$ cat src/rtl/fetch_pkg.sv
// Shared types and constants for the fetch stage.
// No logic here; imported by pc_fetch_unit and its PC register.
package fetch_pkg;

  typedef enum logic [2:0] {
    IDLE,
    REQ,
    WAIT,
    HOLD,
    FAULT
  } fetch_state_t;

  localparam logic [31:0] NOP_INSTR    = 32'h0000_0013;
  localparam logic [31:0] PC_INCR      = 32'd4;
  localparam logic [31:0] RESET_VECTOR = 32'h0000_0000;

  // Word-aligned targets only; anything else is a sticky fetch fault.
  function automatic logic is_misaligned(input logic [1:0] low_bits);
    return low_bits != 2'b00;
  endfunction

endpackage

$ cat src/rtl/pc_fetch_unit_pc_reg.sv
// Architectural PC register: loads d when load is set, resets to RESET_VECTOR.
// Zero latency to q after the loading edge; no backpressure.
module pc_reg #(
  parameter logic [31:0] RESET_VECTOR = fetch_pkg::RESET_VECTOR
) (
  input  logic        clk,
  input  logic        rst_n,
  input  logic        load,
  input  logic [31:0] d,
  output logic [31:0] q
);

  always_ff @(posedge clk or negedge rst_n) begin
    if (!rst_n) begin
      q <= RESET_VECTOR;
    end else if (load) begin
      q <= d;
    end
  end

endmodule

$ cat src/rtl/pc_fetch_unit.sv
// Fetch stage: one outstanding imem request at PC, holds the word for decode; accept->instr_valid is 2 cycles best case.
// Request valid is held until imem_req_ready; the held instruction stays until instr_ready, then pc_next is loaded.
module pc_fetch_unit #(
  parameter logic [31:0] RESET_VECTOR = fetch_pkg::RESET_VECTOR,
  parameter logic [31:0] NOP_INSTR    = fetch_pkg::NOP_INSTR
) (
  input  logic        clk,
  input  logic        rst_n,
  input  logic [31:0] pc_next,
  input  logic        instr_ready,
  input  logic        imem_req_ready,
  input  logic        imem_rsp_valid,
  input  logic [31:0] imem_rsp_data,
  output logic        imem_req_valid,
  output logic [31:0] imem_addr,
  output logic [31:0] pc,
  output logic [31:0] pc_plus4,
  output logic [31:0] instr,
  output logic        instr_valid,
  output logic        fetch_fault,
  output logic [31:0] fetch_count
);

  import fetch_pkg::*;

  fetch_state_t state;
  logic         pc_load;
  logic [31:0]  pc_q;

  // pc_next is only sampled on the cycle decode consumes the held word.
  assign pc_load = (state == HOLD) && instr_ready;

  pc_reg #(
    .RESET_VECTOR(RESET_VECTOR)
  ) u_pc_reg (
    .clk  (clk),
    .rst_n(rst_n),
    .load (pc_load),
    .d    (pc_next),
    .q    (pc_q)
  );

  assign pc        = pc_q;
  assign imem_addr = pc_q;
  assign pc_plus4  = pc_q + PC_INCR;

  always_ff @(posedge clk or negedge rst_n) begin
    if (!rst_n) begin
      state          <= IDLE;
      instr          <= NOP_INSTR;
      instr_valid    <= 1'b0;
      imem_req_valid <= 1'b0;
      fetch_fault    <= 1'b0;
      fetch_count    <= 32'd0;
    end else begin
      case (state)
        IDLE: begin
          state          <= REQ;
          imem_req_valid <= 1'b1;
        end
        REQ: begin
          if (imem_req_ready) begin
            state          <= WAIT;
            imem_req_valid <= 1'b0;
          end
        end
        WAIT: begin
          if (imem_rsp_valid) begin
            state       <= HOLD;
            instr       <= imem_rsp_data;
            instr_valid <= 1'b1;
          end
        end
        HOLD: begin
          if (instr_ready) begin
            fetch_count <= fetch_count + 32'd1;
            instr_valid <= 1'b0;
            instr       <= NOP_INSTR;
            if (is_misaligned(pc_next[1:0])) begin
              state       <= FAULT;
              fetch_fault <= 1'b1;
            end else begin
              state          <= REQ;
              imem_req_valid <= 1'b1;
            end
          end
        end
        FAULT: begin
          // Terminal until reset; PC keeps the offending target for debug.
          state <= FAULT;
        end
        default: begin
          state          <= IDLE;
          imem_req_valid <= 1'b0;
          instr_valid    <= 1'b0;
        end
      endcase
    end
  end

endmodule

$ cat config.mk
export PLATFORM = sky130hd
export DESIGN_NAME = pc_fetch_unit
export DESIGN_NICKNAME = d
export VERILOG_FILES = /design/src/rtl/fetch_pkg.sv /design/src/rtl/pc_fetch_unit_pc_reg.sv /design/src/rtl/pc_fetch_unit.sv
export SDC_FILE = /design/constraint.sdc
export NUM_CORES = 1
export LEC_CHECK = 0
export BUFFER_PORTS_ARGS = -buffer_cell sky130_fd_sc_hd__buf_4
export CAP_MARGIN = 20
export CORE_ASPECT_RATIO = 0.8
export CORE_UTILIZATION = 45
export CTS_CLUSTER_SIZE = 12
export DETAILED_ROUTE_END_ITERATION = 12
export PLACE_DENSITY = 0.88
export SLEW_MARGIN = 40
export SYNTH_ARGS = -nofsm -noshare
export SYNTH_HDL_FRONTEND = slang
export SYNTH_HIERARCHICAL = 1
export SYNTH_SLANG_ARGS = --single-unit
$ cat constraint.sdc
create_clock -name clk -period 4 [get_ports clk]
set_input_delay 0.4 -clock clk [delete_from_list [all_inputs] [get_ports clk]]
set_output_delay 0.4 -clock clk [all_outputs]
set_load 0.02 [all_outputs]
; Word-level counts from Yosys, hierarchy flattened
; Index checks and enable logic that the tools add are counted.
[totals]
regBits = 102
input_bits = 69
output_inout_bits = 163
wordCells = 46
[classes]
addsub = 2
eq_ne = 8
n_mux = 15
bitwise = 2
n_reduce_logical = 12
[op_table]
columns = cell, n
row1 = $mux W32, 2
row2 = $pmux W32 S2, 1
row3 = $add A32 B1 Y32 const B, 1
row4 = $add A32 B3 Y32 const B, 1
row5 = $pmux W3 S5, 1
row6 = $mux W3, 4
row7 = $reduce_and A3 Y1, 4
row8 = $ne A2 B2 Y1 const B, 4
row9 = $eq A3 B2 Y1 const B, 2
row10 = $mux W1, 5
row11 = $pmux W1 S4, 1
row12 = $reduce_and A4 Y1, 1
row13 = $reduce_bool A2 Y1, 2
row14 = $eq A3 B1 Y1 const B, 1
row15 = $eq A3 B3 Y1 const B, 1
row16 = $logic_not A3 Y1, 1
row17 = $pmux W1 S3, 1
row18 = $reduce_or A3 Y1, 1
row19 = $not A1 Y1, 2
row20 = $reduce_and A2 Y1, 1
row21 = $reduce_or A2 Y1, 1
row22 = $logic_and A1 B1 Y1, 1

; Depth between registers and ports, before layout
; Gate-level depths: netlist of run 1.
[depth]
depth_word = 4
depth_mapped = 7
mapped_depth_nobuf = 5

; By module
; Netlist of run 1, hierarchy kept.
[by_module_without_submodules]
columns = mod, n_inst, cells_each, area_per_inst_um2, seq_area_each_um2
row1 = pc_fetch_unit, 1, 358, 3798.6, 1755.4
row2 = pc_reg, 1, 68, 1345.0, 800.8

; Least setup slack after synthesis of run 1
; No wires, ideal clock.
[synth_timing]
kind = flip-flop to output port
from = reg u_pc_reg.q[2]
to = out pc_plus4[16]
arrival_time_ns = 1.957
path_slack_ns = 1.643
path_stages_with_launch = 7
n_path_buf = 1
cell_sequence = dfrtp_1 ha_1 and2_1 buf_2 nor3b_1 nand4_1 xnor2_1
[synth_between]
elab_chain_cells = 1
[synth_lines]
columns = element, line
row1 = start: declaration, pc_fetch_unit_pc_reg.sv:10  ; output logic [31:0] q
row2 = start signal: assignment, pc_fetch_unit_pc_reg.sv:15  ; q <= RESET_VECTOR;
row3 = start signal: assignment, pc_fetch_unit_pc_reg.sv:17  ; q <= d;
row4 = $add A32 B3 Y32, pc_fetch_unit.sv:45  ; assign pc_plus4 = pc_q + PC_INCR;
row5 = end: declaration, pc_fetch_unit.sv:17  ; output logic [31:0] pc_plus4,
; Every way passes these cells.

; Worst setup path after layout of run 1
; Ends and elaborated chain as after synthesis.

==> results of run 1 <==
[worst max-delay path: cells and delay by family (launching register included)]
kind	cells	cell delay, ns
flops	1	0.45
xor+xnor	1	0.17
simple gates	3	1.10
buf+inv	1	0.16
fa+ha+maj	1	0.21
[kinds of logic (layout without fill, tap and decap cells)]
kind of cell | count (synthesis) | after routing | share of synthesized area
adder cells (fa/ha/maj) | 2 | 2 | 0.00486
AO/OA/AOI/OAI | 42 | 42 | 0.0662
AND/OR/NAND/NOR | 125 | 125 | 0.148
flip-flops | 102 | 102 | 0.497
multiplexers | 32 | 32 | 0.0919
buffers and inverters | 64 | 258 | 0.0915
XOR/XNOR | 59 | 59 | 0.100
[registers in the layout, summed over array words and instances, names as in the netlist]
signal and cells:
imem_req_valid 1, state 3, fetch_count 32, fetch_fault 1, instr_valid 1, u_pc_reg/q 32
instr 32
[where the power goes]
group	switching [mW]	total, mW	internal [mW]
sequential	0.478	1.85	1.38
clock	0.389	0.938	0.549
combinational	1.54	2.95	1.40
total	2.41	5.74	3.33
[area by class of cell]
cell class              instances  area, sq um  share of cell area
clock buffers                   9          225              0.0323
repair buffers                234         1760               0.252
clock inverters                 7         96.3              0.0138
inverters                       8         30.0             0.00430
flip-flops and latches        102         2560               0.366
well taps                     144          180              0.0258
multi-input cells             260         2130               0.305
[Yosys cell counts (2+ instances only)]
master / number
buf_6: 5
dfstp_2: 3
nand3_1: 21
a22o_1: 29
xor2_1: 9
and3_1: 10
o22a_1: 3
dfrtp_1: 99
mux2_4: 30
buf_2: 9
a21oi_1: 3
ha_1: 2
o21ai_0: 4
clkbuf_1: 3
nor4_1: 2
buf_4: 35
and4_1: 8
and2_1: 6
mux2_2: 2
nor3b_1: 2
nor3_1: 3
inv_1: 7
xnor2_1: 50
nand4_1: 30
buf_12: 3
nor4_4: 3
nor2_1: 12
nand2_1: 22
[worst min-delay path by stage]
stage,depth (start not counted),end,slack (ns),start
floorplan,0,fetch_count[0]$_DFFE_PN0P_,0.10,rst_n
global placement,1,fetch_count[31]$_DFFE_PN0P_,0.46,fetch_count[31]$_DFFE_PN0P_
detailed placement,1,fetch_count[31]$_DFFE_PN0P_,0.47,fetch_count[31]$_DFFE_PN0P_
CTS,1,instr[3]$_DFFE_PN0P_,0.10,rst_n
global route,1,instr[3]$_DFFE_PN0P_,0.13,rst_n
finish,1,instr[5]$_DFFE_PN0P_,0.08,rst_n
[per-stage QoR]
stage / cells / setup slack [ns] / util / power [mW]
3_3_place_gp: 748 / 1.63 / 0.603 / 4.75
4_1_cts: 764 / 1.13 / 0.633 / 5.78
3_5_place_dp: 748 / 1.53 / 0.604 / 4.82
5_1_grt: 764 / 0.966 / 0.633 / 6.03
6_report: 764 / 1.16 / 0.633 / 5.74
2_1_floorplan: 426 / 1.64 / - / 3.73
[per-layer routing]
layer | vias to the layer above | wire, um
li1 | 1858 | -
met1 | 1998 | 5510
met2 | 163 | 6820
met3 | 19 | 680
met4 | 0 | 180
met5 | - | 0
==> metrics.md, run 1 <==
| Metric | Value |
|---|---|
| Outcome | complete, no violations |
| Min cycle time layout | 2.84 ns |
| Met2 usage | 0.391 |
| Largest cells by area after synthesis | dfrtp_1 (48%), mux2_4 (8.8%), xnor2_1 (8.5%), buf_4 (5.1%), a22o_1 (4.9%) |
| Initial DRC Count | 144 |
| Syn_nets | 497 |
| FILL cells | 863 |
| Post-Syn Area | 5140 sq um |
| Synth top area share | 0.482 |
| GR met3 Demand/Resource | 0.0428 |
| Drt via density | 5.29 |
| CTS clk-pin slew, worst paths | 0.07 ns |
| Die height | 97.6 um |
| Hold Path Class | in2async |
| Worst-case clock buffer depth | 2 |
| Tcrit/Tclk final | 0.710 |
| Worst Path Required | 3.60 ns |
| Crit-path cells | ha_1 -> and2_1 -> nor3b_1 -> nand4_1 -> xnor2_1 -> buf_4 |
| Arr. time, crit path | 2.44 ns |
| Clk sinks | 102 |
| Ys async rst share | 1.00 |
| Worst r2r src | state[2]$_DFFE_PN0P_ |
| Synth area leader | dfrtp_1 |
| Slowest-stage cell, CP | nor3b_1 |
| M1 GR Usage | 0.287 |
| IO Count | 232 |
| Largest net degree at the start of global routing | 79 |
| Cell Area, Placed | 6660 sq um |
| R2R setup slack | 1.73 ns |
| Grt peak-use layer | met2 |
| Drt wl/cell | 17.3 um |
| Syn Inst Count | 426 |
| NumNets Final | 686 |
| CTS resizes | 0 |
| CTS root buf | clkbuf_16 |
| First-pass GRT wire length | 21100 um |
| P_leak | 3.43 nW |
| Number of synthesized flops with an enable pin | 0 |
| Number of global-route vias before repair | 4013 |
| Rel. slew slack | 0.517 |
| ANT nets after route | 0 |
| Hold-fix buffers at CTS | 0 |
| CP max FO | 10 |
| Post-DP HPWL | 9610 um |
| Crit start category | register |
| Max incr delay on CP | 0.52 ns |
| H-tree levels | 3 |
| RSZ-0062 raised after global routing | false |
| Clock Latency Late Sink | 0.34 ns |
| Capture point of the critical path | pc_plus4[16] |
| Final setup violation count | 0 |
| Endpoints failing hold | 0 |
| Chip Width | 122 um |
| Mapped Avg Cell Area | 12.1 sq um |
| Max-cap violations | 0 |
| Cell Pwr Density | 822 nW/um^2 |
| Share of layout cells above drive strength 1 | 0.474 |
| Residual DRC | 0 |
| Synth Flop Type | dfrtp_1 |
| Worst hold slack | 0.0803 ns |
| Port bufs | 231 |
| Synthesis Warnings | 6 |
| DR vias | 4038 |
| Reg2reg end | fetch_count[9]$_DFFE_PN0P_ |
| Post-CTS Setup Bufs | 0 |
| Setup crit start | u_pc_reg/q[2]$_DFFE_PN0P_ |
| Commonest non-fill, non-tap cell in the layout | buf_4 |
| Synthesized flop and latch total | 102 |
| Initial antenna violation count | 0 |
| Commonest cells after routing, fill and taps aside | buf_4 (233), dfrtp_1 (99), xnor2_1 (50) |
| Reg2reg path depth | 6 |
| Maximum vdd drop | 0.458 mV |
| Final Slew Violations | 0 |
| Syn-to-layout area delta | 35.7% |
| Crit path capture type | output pin |
| Setup TNS Final | 0 ns |
| CTS tree | built |
| Crit Path Class | reg2out |
| Yosys cell types | 39 |
| Sequential area share after synthesis | 0.497 |
| Final WL | 13200 um |
| Total CTS buffers | 9 |
| Gr usage total | 0.228 |
| Core ar. | 11000 sq um |
| DRT Pass-1 Iters | 4 |
| Layout Skew | 0.00718 ns |
| Finished Cell Area | 6980 sq um |
| Total grt overflow | 0 |
| Die area | 11900 sq um |
| Row count | 34 |
| Slew @ Worst Pin | 0.718 ns |
| ANT cells | 0 |
| Max Clk Rate | 352 MHz |
| Routability cong. | 0.853 |
| Initial Util | 0.467 |
No activity file was read; power rests on OpenSTA's default activity.
==> run 2, diff against run 1 <==
CORE_UTILIZATION = 43   (was 45)
clock period = 2.55 ns   (was 4 ns; I/O delays follow)
==> run 2 against run 1 <==
Against the previous run: final cell count increased by 1.0%; cell area increased by 0.50%; non-clock buffer count increased by 4; hold slack improved by 0.054 ns; critical endpoint is now pc_plus4[28]; core utilization decreased by 2.9 points; die area increased by 4.6%; routed wire length increased by 0.40%; combinational power increased by 58%; sequential power increased by 57%.
==> metrics.md, run 2 (synthesis gave the netlist of run 1 again) <==
| Metric | Value |
|---|---|
| Crit path depth | 6 (unchanged) |
| Row count | 35 (was 34) |
| Crit path capture type | output pin (unchanged) |
| Post-CTS Setup Bufs | 0 (unchanged) |
| Port bufs | 231 (unchanged) |
| Chip Width | 124 um (was 122 um) |
| Initial Util | 0.443 (was 0.467) |
| Residual DRC | 0 (unchanged) |
| Outcome | complete, no violations (unchanged) |
| Min cycle time layout | 2.43 ns |
| H-tree levels | 3 (unchanged) |
| Final WL | 13200 um (about the same) |
| Die area | 12400 sq um (was 11900 sq um) |
| CTS clk-pin slew, worst paths | 0.07 ns (about the same) |
| RSZ-0062 raised after global routing | false (unchanged) |
| Final setup violation count | 0 (unchanged) |
| Syn-to-layout area delta | 36.4% (was 35.7%) |
| Max-cap violations | 0 (unchanged) |
| ANT nets after route | 0 (unchanged) |
| Commonest non-fill, non-tap cell in the layout | buf_4 (unchanged) |
| Crit start category | register (unchanged) |
| Maximum vdd drop | 0.602 mV (was 0.458 mV) |
| Total grt overflow | 0 (unchanged) |
| Cell family with most CP delay | simple AND/OR/NAND/NOR gates (unchanged) |
| WP buf/inv | 2 (was 1) |
| DP Worst Slack | 0.486 ns (was 1.53 ns) |
| Largest registers | fetch_count: 32 flops, instr: 32 flops, u_pc_reg/q: 32 flops (unchanged) |
| Clk sinks | 102 (unchanged) |
| ANT cells | 0 (unchanged) |
| Post-DP HPWL | 9650 um (was 9610 um) |
| Share of layout cells above drive strength 1 | 0.478 (was 0.474) |
| Commonest cells after routing, fill and taps aside | buf_4 (235), dfrtp_1 (99), xnor2_1 (50) (was buf_4 (233), dfrtp_1 (99), xnor2_1 (50)) |
| Crit Path Class | reg2out (unchanged) |
| Largest net degree at the start of global routing | 66 (was 79) |
| Final Slew Violations | 0 (unchanged) |
| Cell Pwr Density | 1270 nW/um^2 (was 822 nW/um^2) |
| Crit-path cells | nand4_1 -> nor4_4 -> buf_4 -> nand4_1 -> xnor2_1 -> buf_4 (was ha_1 -> and2_1 -> nor3b_1 -> nand4_1 -> xnor2_1 -> buf_4) |
| Clock Latency Late Sink | 0.34 ns (about the same) |
| Final setup margin | 0.115 ns (was 1.16 ns) |
| Initial DRC Count | 145 (was 144) |
| Initial antenna violation count | 0 (unchanged) |
| NumNets Final | 690 (was 686) |
| CP max FO | 14 (was 10) |
| Setup TNS Final | 0 ns (unchanged) |
| Worst Path Required | 2.30 ns (was 3.60 ns) |
| Rel. slew slack | 0.544 (was 0.517) |
| Reg2reg path depth | 4 (was 6) |
| IO Count | 232 (unchanged) |
| Worst hold slack | 0.135 ns (was 0.0803 ns) |
| Gr usage total | 0.209 (was 0.228) |
| CTS root buf | clkbuf_16 (unchanged) |
| First-pass GRT wire length | 20800 um (was 21100 um) |
| DR vias | 4067 (was 4038) |
| Slew @ Worst Pin | 0.679 ns (was 0.718 ns) |
| Worst-case clock buffer depth | 2 (unchanged) |
| Tcrit/Tclk final | 0.955 |
| Hold Path Class | in2reg (was in2async) |
| Slowest-stage cell, CP | dfrtp_1 (was nor3b_1) |
| Total CTS buffers | 9 (unchanged) |
| Drt wl/cell | 17.2 um (was 17.3 um) |
| Drt via density | 5.27 (was 5.29) |
| Die height | 99.8 um (was 97.6 um) |
| P_leak | 3.44 nW (was 3.43 nW) |
| Layout Skew | 0.00418 ns (was 0.00718 ns) |
| Endpoints failing hold | 0 (unchanged) |
| CTS tree | built (unchanged) |
| Core ar. | 11600 sq um (was 11000 sq um) |
| Arr. time, crit path | 2.18 ns (was 2.44 ns) |
| Number of cells on the worst hold path | 2 |
| Max Clk Rate | 411 MHz |
| Routability cong. | 0.840 (was 0.853) |
| Max incr delay on CP | 0.49 ns (was 0.52 ns) |
| DRT Pass-1 Iters | 5 (was 4) |
| Number of global-route vias before repair | 3941 (was 4013) |
## run 2: cell types whose count changed in the layout (fill, tap and decap cells not counted), sizes merged
cell         change
inv              +1
buf              +3
clkinv           +1
bufinv           -2
dlygate4sd3      +1
## run 2: layer usage
layer	part of all wire	GRT usage	vias to the layer above
met5	0	0	-
met4	0.016	0.0658	0
met3	0.054	0.0533	18
met2	0.50	0.350	154
met1	0.43	0.269	2028
li1	-	-	1867
## run 2: cell type report
| class | instances | area (sq um) |
|---|---|---|
| Sequential cell | 102 | 2560 |
| Multi-Input combinational cell | 260 | 2140 |
| Clock inverter | 7 | 67.6 |
| Timing Repair Buffer | 238 | 1810 |
| Tap cell | 148 | 185 |
| Fill cell | 929 | 4590 |
| Inverter | 8 | 30.0 |
| Clock buffer | 9 | 225 |
## run 2: report_power, final
group / switching (mW) / internal [mW] / total, mW
clock: 0.652 / 0.683 / 1.34
combinational: 2.44 / 2.23 / 4.67
sequential: 0.738 / 2.16 / 2.90
total: 3.83 / 5.07 / 8.90
## run 2: worst reg2reg max path, stage by stage (launching register included)
cell,delay (ns)
dfrtp_1,0.48
nand4b_4,0.33
nor4_4,0.68
nand4_1,0.25
xnor2_1,0.18
## run 2: worst paths after layout
check,slack [ns],endpoint,startpoint
setup / recovery,0.12,pc_plus4[28],u_pc_reg/q[11]$_DFFE_PN0P_
max in group asynchronous,1.35,instr[0]$_DFFE_PN1P_,rst_n
min in group asynchronous,0.44,fetch_count[23]$_DFFE_PN0P_,rst_n
setup reg to reg,0.52,fetch_count[31]$_DFFE_PN0P_,state[2]$_DFFE_PN0P_
hold reg to reg,0.50,fetch_count[31]$_DFFE_PN0P_,fetch_count[31]$_DFFE_PN0P_
hold / removal,0.13,instr[8]$_DFFE_PN0P_,imem_rsp_data[8]
## run 2: what timing repair did
item,4_1_cts,5_1_grt
hold buffers,1,0
setup endpoints to repair,0,3
resized for setup,0,1
endpoints found under the hold margin,37,0
## run 2: stage by stage
step | power (mW) | instances | util | instance area [sq um]
2_1_floorplan | 5.85 | 426 | - | 5140
3_3_place_gp | 7.47 | 755 | 0.577 | 6700
3_5_place_dp | 7.59 | 755 | 0.578 | 6710
4_1_cts | 8.96 | 772 | 0.604 | 7010
5_1_grt | 9.34 | 772 | 0.604 | 7010
6_report | 8.90 | 772 | 0.604 | 7010
==> run 3, diff against run 2 <==
HOLD_SLACK_MARGIN = 0.08   (was default)
SETUP_SLACK_MARGIN = 0.2   (was default)
==> run 3 against run 2 <==
Against the previous run: final cell count is 0.13% higher; die area stayed put; register-to-register slack hardly changed; hold slack hardly changed.
==> metrics.md, run 3 (synthesis gave the netlist of run 1 again) <==
| Metric | Value |
|---|---|
| Outcome | complete, no violations (unchanged) |
| Total grt overflow | 0 (unchanged) |
| R2R setup slack | 0.52 ns (about the same) |
| Total CTS buffers | 9 (unchanged) |
| Clk sinks | 102 (unchanged) |
| Slew @ Worst Pin | 0.678 ns (was 0.679 ns) |
| Drt via density | 5.28 (was 5.27) |
| Total power | 8.94 mW (was 8.90 mW) |
| Final Util | 0.608 (was 0.604) |
| H-tree levels | 3 (unchanged) |
| IO Count | 232 (unchanged) |
| Row count | 35 (unchanged) |
| Crit start category | register (unchanged) |
| Final setup violation count | 0 (unchanged) |
| Final Slew Violations | 0 (unchanged) |
| Largest net degree at the start of global routing | 66 (unchanged) |
| Maximum vdd drop | 0.603 mV (was 0.602 mV) |
| Drt wl/cell | 17.2 um (about the same) |
| Hold Path Class | in2reg (unchanged) |
| Setup TNS Final | 0 ns (unchanged) |
| Post-Place Cells | 755 (unchanged) |
| Cell family with most CP delay | simple AND/OR/NAND/NOR gates (unchanged) |
| Crit-path cells | nand4_1 -> nor4_4 -> buf_6 -> nand4_1 -> xnor2_1 -> buf_4 (was nand4_1 -> nor4_4 -> buf_4 -> nand4_1 -> xnor2_1 -> buf_4) |
| Commonest non-fill, non-tap cell in the layout | buf_4 (unchanged) |
| Residual DRC | 0 (unchanged) |
| Layout Skew | 0.00424 ns (was 0.00418 ns) |
| First-pass GRT wire length | 20900 um (was 20800 um) |
| Max incr delay on CP | 0.44 ns (was 0.49 ns) |
| Cell Pwr Density | 1270 nW/um^2 (about the same) |
| NumNets Final | 691 (was 690) |
| Min cycle time layout | 2.25 ns (was 2.43 ns) |
| Die height | 99.8 um (unchanged) |
| Worst Path Required | 2.30 ns (about the same) |
| WP buf/inv | 2 (unchanged) |
| CTS tree | built (unchanged) |
| CP max FO | 14 (unchanged) |
| Post-DP HPWL | 9650 um (unchanged) |
| Routability cong. | 0.840 (unchanged) |
| Rel. slew slack | 0.545 (was 0.544) |
| Die area | 12400 sq um (unchanged) |
| Tcrit/Tclk final | 0.882 (was 0.955) |
| Final WL | 13300 um (was 13200 um) |
| DRT Pass-1 Iters | 4 (was 5) |
| Number of global-route vias before repair | 3955 (was 3941) |
| Arr. time, crit path | 2.00 ns (was 2.18 ns) |
| Core ar. | 11600 sq um (unchanged) |
| Crit Path Class | reg2out (unchanged) |
| Slowest-stage cell, CP | dfrtp_2 (was dfrtp_1) |
| CTS clk-pin slew, worst paths | 0.07 ns (about the same) |
| P_leak | 3.43 nW (was 3.44 nW) |
| Cell mode on critical path | nand4_1 |
| Gr usage total | 0.210 (was 0.209) |
| Initial antenna violation count | 0 (unchanged) |
| Worst-case clock buffer depth | 2 (unchanged) |
| Clock Latency Late Sink | 0.34 ns (about the same) |
| RSZ-0062 raised after global routing | false (unchanged) |
| Syn-to-layout area delta | 37.2% (was 36.4%) |
| Chip Width | 124 um (unchanged) |
| ANT nets after route | 0 (unchanged) |
| Port bufs | 231 (unchanged) |
| Share of layout cells above drive strength 1 | 0.501 (was 0.478) |
| Max Clk Rate | 444 MHz (was 411 MHz) |
| Largest registers | fetch_count: 32 flops, instr: 32 flops, u_pc_reg/q: 32 flops (unchanged) |
| CTS root buf | clkbuf_16 (unchanged) |
| Non-Filler Instances | 773 (was 772) |
| Initial DRC Count | 160 (was 145) |
| Commonest cells after routing, fill and taps aside | buf_4 (235), dfrtp_1 (88), xnor2_1 (50) (was buf_4 (235), dfrtp_1 (99), xnor2_1 (50)) |
| Crit path capture type | output pin (unchanged) |
| ANT cells | 0 (unchanged) |
| DR vias | 4085 (was 4067) |
| Initial Util | 0.443 (unchanged) |
| Endpoints failing hold | 0 (unchanged) |
| Max-cap violations | 0 (unchanged) |
-- run 3: cell count changes in the layout (fill, tap and decap cells not counted), sizes merged --
cell | before | now
buf | 237 | 238
-- run 3: layout make-up --
class                           count  area (sq um)
Fill cell                         924          4550
Sequential cell                   102          2570
Multi-Input combinational cell    260          2150
Timing Repair Buffer              239          1830
Clock buffer                        9           225
Tap cell                          148           185
Clock inverter                      7          67.6
Inverter                            8          30.0
-- run 3: worst paths after layout --
check	end	from	cells past startpoint
hold / removal	instr[8]$_DFFE_PN0P_	imem_rsp_data[8]	2
min in group asynchronous	fetch_count[23]$_DFFE_PN0P_	rst_n	2
max in group asynchronous	u_pc_reg/q[2]$_DFFE_PN0P_	rst_n	3
hold reg to reg	fetch_count[31]$_DFFE_PN0P_	fetch_count[31]$_DFFE_PN0P_	1
setup reg to reg	fetch_count[31]$_DFFE_PN0P_	state[2]$_DFFE_PN0P_	4
setup / recovery	pc_plus4[28]	u_pc_reg/q[8]$_DFFE_PN0P_	6
-- run 3: repair_timing --
item	CTS	global route
setup endpoints to repair	17	17
pin swaps	2	3
cloned	0	0
endpoints found under the hold margin	37	0
setup buffers	1	0
gates resized for setup	6	10
hold buffers	1	0
-- run 3: worst register-to-register path, cell delays in order (launching register included) --
cell      delay, ns
dfrtp_1        0.48
nand4b_4       0.33
nor4_4         0.68
nand4_1        0.25
xnor2_1        0.18
-- run 3: stage by stage --
stage          worst slack (ns)  area (sq um)  hold slack (ns)
2_1_floorplan             0.338          5140          -0.0406
3_3_place_gp              0.552          6700            0.264
3_5_place_dp              0.486          6710            0.269
4_1_cts                   0.222          7030            0.115
5_1_grt                   0.195          7060            0.111
6_report                  0.300          7060            0.135
-- run 3: report_power, final --
part	switching (mW)	internal (mW)
Clock	0.653	0.683
Combinational	2.45	2.24
Sequential	0.740	2.18
-- run 3: metal layers --
layer | vias to the layer above | wire length (um) | global-route usage
met3 | 20 | 736 | 0.0533
met5 | - | 0 | 0
met2 | 158 | 6610 | 0.353
met1 | 2038 | 5730 | 0.269
li1 | 1869 | - | -
met4 | 0 | 226 | 0.0658
